### src/rtl/mpc_pkg.sv
// mpc_pkg: shared types and constants for the pad-mux configuration controller
package mpc_pkg;
    localparam int CFG_W      = 4;
    localparam int NUM_MACROS = 4;
    localparam int TMR_W      = 8;
    typedef enum logic [1:0] {IDLE, DRAIN, SWITCH, SETTLE} state_e;
    function automatic logic cfg_legal(input logic [15:0] mask, input logic [CFG_W-1:0] c);
        return mask[c];
    endfunction
endpackage

### src/rtl/mpc_guard_timer.sv
// mpc_guard_timer: loadable down-counter that saturates at zero and flags it
module mpc_guard_timer
    import mpc_pkg::*;
#(
    parameter logic [TMR_W-1:0] RST_VAL = '0
) (
    input  logic             clk_i,
    input  logic             rst_i,
    input  logic             load_i,
    input  logic [TMR_W-1:0] val_i,
    input  logic             dec_i,
    output logic             zero_o
);
    logic [TMR_W-1:0] cnt_q;
    always_ff @(posedge clk_i) begin
        if (rst_i) cnt_q <= RST_VAL;
        else if (load_i) cnt_q <= val_i;
        else if (dec_i && cnt_q != '0) cnt_q <= cnt_q - 1'b1;
    end
    assign zero_o = cnt_q == '0;
endmodule

### src/rtl/mpc_cfg_ctrl.sv
// mpc_cfg_ctrl: sequences pad-mux configuration changes with output drain,
// switch and macro-reset settle phases
module mpc_cfg_ctrl
    import mpc_pkg::*;
#(
    parameter int                GUARD_CYCLES  = 8,
    parameter int                SETTLE_CYCLES = 4,
    parameter logic [15:0]       VALID_MASK    = 16'hFFFF,
    parameter logic [CFG_W-1:0]  RESET_CFG     = 4'd0
) (
    input  logic                  wb_clk_i,
    input  logic                  wb_rst_i,
    input  logic                  cfg_req_valid,
    input  logic [CFG_W-1:0]      cfg_req_cfg,
    output logic                  cfg_req_ready,
    output logic [CFG_W-1:0]      configuration,
    output logic                  pad_oe_en,
    output logic [NUM_MACROS-1:0] macro_rst,
    output logic                  busy,
    output logic                  cfg_done,
    output logic                  cfg_err
);
    localparam logic [TMR_W-1:0] G_LD = TMR_W'(GUARD_CYCLES - 1);
    localparam logic [TMR_W-1:0] S_LD = TMR_W'(SETTLE_CYCLES - 1);
    state_e                state_q;
    logic [CFG_W-1:0]      cfg_q, pend_q;
    logic                  pad_q, done_q, err_q, req_q;
    logic [NUM_MACROS-1:0] mrst_q;
    logic                  hs, legal, chg, tmr_zero;
    assign hs    = cfg_req_valid && state_q == IDLE;
    assign legal = cfg_legal(VALID_MASK, cfg_req_cfg);
    assign chg   = hs && legal && cfg_req_cfg != cfg_q;
    // Reset preloads the settle count so the post-reset settle needs no extra entry edge
    mpc_guard_timer #(.RST_VAL(S_LD)) u_timer (
        .clk_i  (wb_clk_i),
        .rst_i  (wb_rst_i),
        .load_i (chg || state_q == SWITCH),
        .val_i  (chg ? G_LD : S_LD),
        .dec_i  (state_q == DRAIN || state_q == SETTLE),
        .zero_o (tmr_zero)
    );
    always_ff @(posedge wb_clk_i) begin
        if (wb_rst_i) begin
            state_q <= SETTLE;
            cfg_q   <= RESET_CFG;
            pend_q  <= RESET_CFG;
            pad_q   <= 1'b0;
            mrst_q  <= '1;
            done_q  <= 1'b0;
            err_q   <= 1'b0;
            req_q   <= 1'b0;
        end else begin
            done_q <= 1'b0;
            err_q  <= 1'b0;
            case (state_q)
                IDLE: if (hs) begin
                    if (!legal) err_q <= 1'b1;
                    else if (!chg) done_q <= 1'b1;
                    else begin
                        pend_q  <= cfg_req_cfg;
                        pad_q   <= 1'b0;
                        req_q   <= 1'b1;
                        state_q <= DRAIN;
                    end
                end
                DRAIN: if (tmr_zero) state_q <= SWITCH;
                SWITCH: begin
                    cfg_q   <= pend_q;
                    mrst_q  <= '1;
                    state_q <= SETTLE;
                end
                SETTLE: if (tmr_zero) begin
                    // Only a requested change reports completion; the post-reset settle does not
                    done_q  <= req_q;
                    req_q   <= 1'b0;
                    pad_q   <= 1'b1;
                    mrst_q  <= '0;
                    state_q <= IDLE;
                end
                default: state_q <= IDLE;
            endcase
        end
    end
    assign cfg_req_ready = state_q == IDLE;
    assign busy          = state_q != IDLE;
    assign configuration = cfg_q;
    assign pad_oe_en     = pad_q;
    assign macro_rst     = mrst_q;
    assign cfg_done      = done_q;
    assign cfg_err       = err_q;
endmodule

### config.mk
export PLATFORM = sky130hd
export DESIGN_NAME = mpc_cfg_ctrl
export DESIGN_NICKNAME = d
export VERILOG_FILES = /design/src/rtl/mpc_pkg.sv /design/src/rtl/mpc_guard_timer.sv /design/src/rtl/mpc_cfg_ctrl.sv
export SDC_FILE = /design/constraint.sdc
export NUM_CORES = 1
export LEC_CHECK = 0
export ABC_AREA = 0
export CAP_MARGIN = 20
export CORE_AREA = 2 2 72 74
export DETAILED_ROUTE_END_ITERATION = 6
export DIE_AREA = 0 0 74 76
export GPL_TIMING_DRIVEN = 0
export PLACE_DENSITY = 0.51
export REMOVE_ABC_BUFFERS = 1
export SYNTH_ARGS = -nofsm -noshare
export SYNTH_HDL_FRONTEND = slang
export SYNTH_SLANG_ARGS = --single-unit
export TNS_END_PERCENT = 10
### constraint.sdc
create_clock -name wb_clk_i -period 2.22 [get_ports wb_clk_i]
set_input_delay 0.444 -clock wb_clk_i [delete_from_list [all_inputs] [get_ports wb_clk_i]]
set_output_delay 0.444 -clock wb_clk_i [all_outputs]
set_load 0.02 [all_outputs]
==> impl_metrics.ini <==
[die]
core-area_um2 = 4910
rows = 26
pin_count = 20
initial_core_util_pct = 24.6
fp.dieW_um = 74
die-area_um2 = 5620
die-height_um = 76

[worst_setup_path]
cp.arrival_ns = 1.60
critical_path_class = reg -> out
crit_fanout = 6
end_kind = output pin
required_ns = 1.78
start_kind = flop

[logic_synthesis]
synth.most_common_cell = dfxtp_1
syn_area_um2 = 1210
yosys_register_bits = 22
synth-edff-count = 0
synth_top_cell_by_area = dfxtp_1
syn-instance-count = 127
yosysWarnings = 0
synth_flop_cell = dfxtp_1
synth_area_leaders = dfxtp_1, ha_1, xnor2_2, mux2i_1, nor2_1
synthArstFlopShare_pct = 0
postSynthAreaPerCell_um2 = 9.53
synth_top_area_share_pct = 36.4
synth-seq-area-share_pct = 36.4
ys_types = 42
synth_common_cells = dfxtp_1, nor2_1, nand2_1

[pwr]
powerDensity_nw_per_um2 = 1050
p_leak_nw = 0.590
ir_drop_uv = 511
finalPower_w = 0.00158

[grt]
grt_max_degree = 18
grt_pass1_wl_um = 4060
antenna_found_initial = 0
grt_pass1_vias = 869
globalRoute.totalOverflow = 0
grt_usage_pct = 9.08

[detailed_routing]
vias = 935
avgRoutedWirePerCell_um = 11.8
drt.antenna.violating_nets = 0
wirelength_um = 2490
drc = 0
viasPerCell = 4.43
dr.pass1.iters = 4
drt_iter0_markers = 27

[clocking]
clock_tree.buffer_depth = 2
ctsHoldBuffers = 0
insertion_delay_ns = 0.27
cts_buffers = 3
cts-htree-levels = 1
root_buffer = clkbuf_8
clock-sinks = 22
cts_tree = yes
path_clk_slew_ns = 0.08

[hold_path]
min_path_type = reg -> reg

[timing]
whs_ns = 0.472
max_freq_ghz = 0.488
post-route-period-util_pct = 92.2
hold_viol_final = 0
clock_skew_ns = 0.00352
rsz0062_at_grt = false
finalSetupViolCount = 0
drv_slew = 0
tightest_slew_ns = 0.632
min_period_ns = 2.05
relSlewSlack_pct = 57.7

[layout]
drive_above_1_share_pct = 10.6
layout.nets = 156
finalCoreUtilization_pct = 30.6
n_antenna_cell = 0
fillCellCount = 502
syn_to_final_growth_pct = 24.3

[place]
port_buffers = 18
dp.final_hpwl_um = 1890
gp_routability_congestion = 0.759

[status]
outcome = finished clean

[flow_run]
drv_cap = 0
cell families (layout without fill, tap and decap cells):
family,Yosys count,after routing,share of synthesized area [%]
AND/OR/NAND/NOR,38,38,16.4
multiplexers,7,7,5.89
flip-flops,22,22,36.4
adder cells (fa/ha/maj),7,7,7.24
AO/OA/AOI/OAI,30,30,20.2
XOR/XNOR,7,7,7.55
buffers and inverters,15,29,6.00
other,1,1,0.310
metal layers:
layer	routed length, um	vias to the layer above	GRT usage [%]	share of wire, %
li1	-	476	-	-
met1	1210	445	12.4	49
met2	1190	9	14.1	48
met3	34	5	0.794	1.4
met4	54	0	4.36	2.2
met5	0	-	0	0
registers in the layout, summed over array words and instances (netlist names):
signal / count
cfg_done: 1
req_q: 1
macro_rst: 1
configuration: 4
u_timer.cnt_q: 8
state_q: 2
pad_oe_en: 1
pend_q: 4
final timing paths:
kind	from	to	slack, ns	cells past startpoint
worst max-delay path	state_q[0]	busy	0.17	4
worst max register to register	state_q[0]	u_timer.cnt_q[1]	0.35	6
worst min-delay path	req_q	req_q	0.47	2
worst min register to register	req_q	req_q	0.47	2
critical path, stage by stage, from the launching register on:
cell and delay [ns]:
dfxtp_1 0.40, inv_1 0.10, ha_1 0.31, inv_1 0.18, dlygate4sd2_1 0.35
per-stage QoR:
stage / instances / worst slack (ns) / setup TNS, ns / area (um^2)
2_1_floorplan: 119 / 0.475 / 0 / 1160
3_5_place_dp: 207 / -0.0170 / -0.0170 / 1430
6_report: 211 / 0.172 / 0 / 1500
3_3_place_gp: 207 / -0.0155 / -0.0155 / 1430
5_1_grt: 211 / 0.0556 / 0 / 1500
4_1_cts: 211 / 0.0630 / 0 / 1500
report_power, final:
part | total (W) | internal [W] | switching, W
combinational | 0.000679 | 0.000309 | 0.000370
clock | 0.000377 | 0.000241 | 0.000136
sequential | 0.000528 | 0.000463 | 0.0000645
total | 0.00158 | 0.00101 | 0.000570
what timing repair did:
item	4_1_cts	5_1_grt
pin swaps	0	0
buffers inserted	0	0
setup endpoints to repair	1	1
resized for setup	1	1
gates cloned	0	0
placed cells by master, fill, tap and decap left out, types with 2 or more instances in the layout:
cell type / Yosys / final
nand2_1: 10 / 10
o22ai_1: 2 / 2
nor4_1: 2 / 2
a21oi_1: 7 / 7
xnor2_2: 4 / 4
o21ai_1: 5 / 5
dfxtp_1: 22 / 22
clkbuf_8: 0 / 3
nor2_1: 12 / 12
clkdlybuf4s50_1: 0 / 16
or3_1: 3 / 3
a211o_1: 3 / 3
mux2i_1: 6 / 6
o21ai_0: 2 / 2
inv_1: 7 / 7
ha_1: 7 / 7
xnor2_1: 3 / 3
cell type report:
cell class | count | area, um^2 | share of cell area, %
flip-flops and latches | 22 | 440 | 29.3
well taps | 70 | 87.6 | 5.82
repair buffers | 18 | 181 | 12.1
clock buffers | 3 | 41.3 | 2.75
multi-input cells | 90 | 697 | 46.3
inverters | 7 | 26.3 | 1.75
clock inverters | 1 | 30.0 | 2.00
Note: power is estimated with default switching activity, not from simulation.
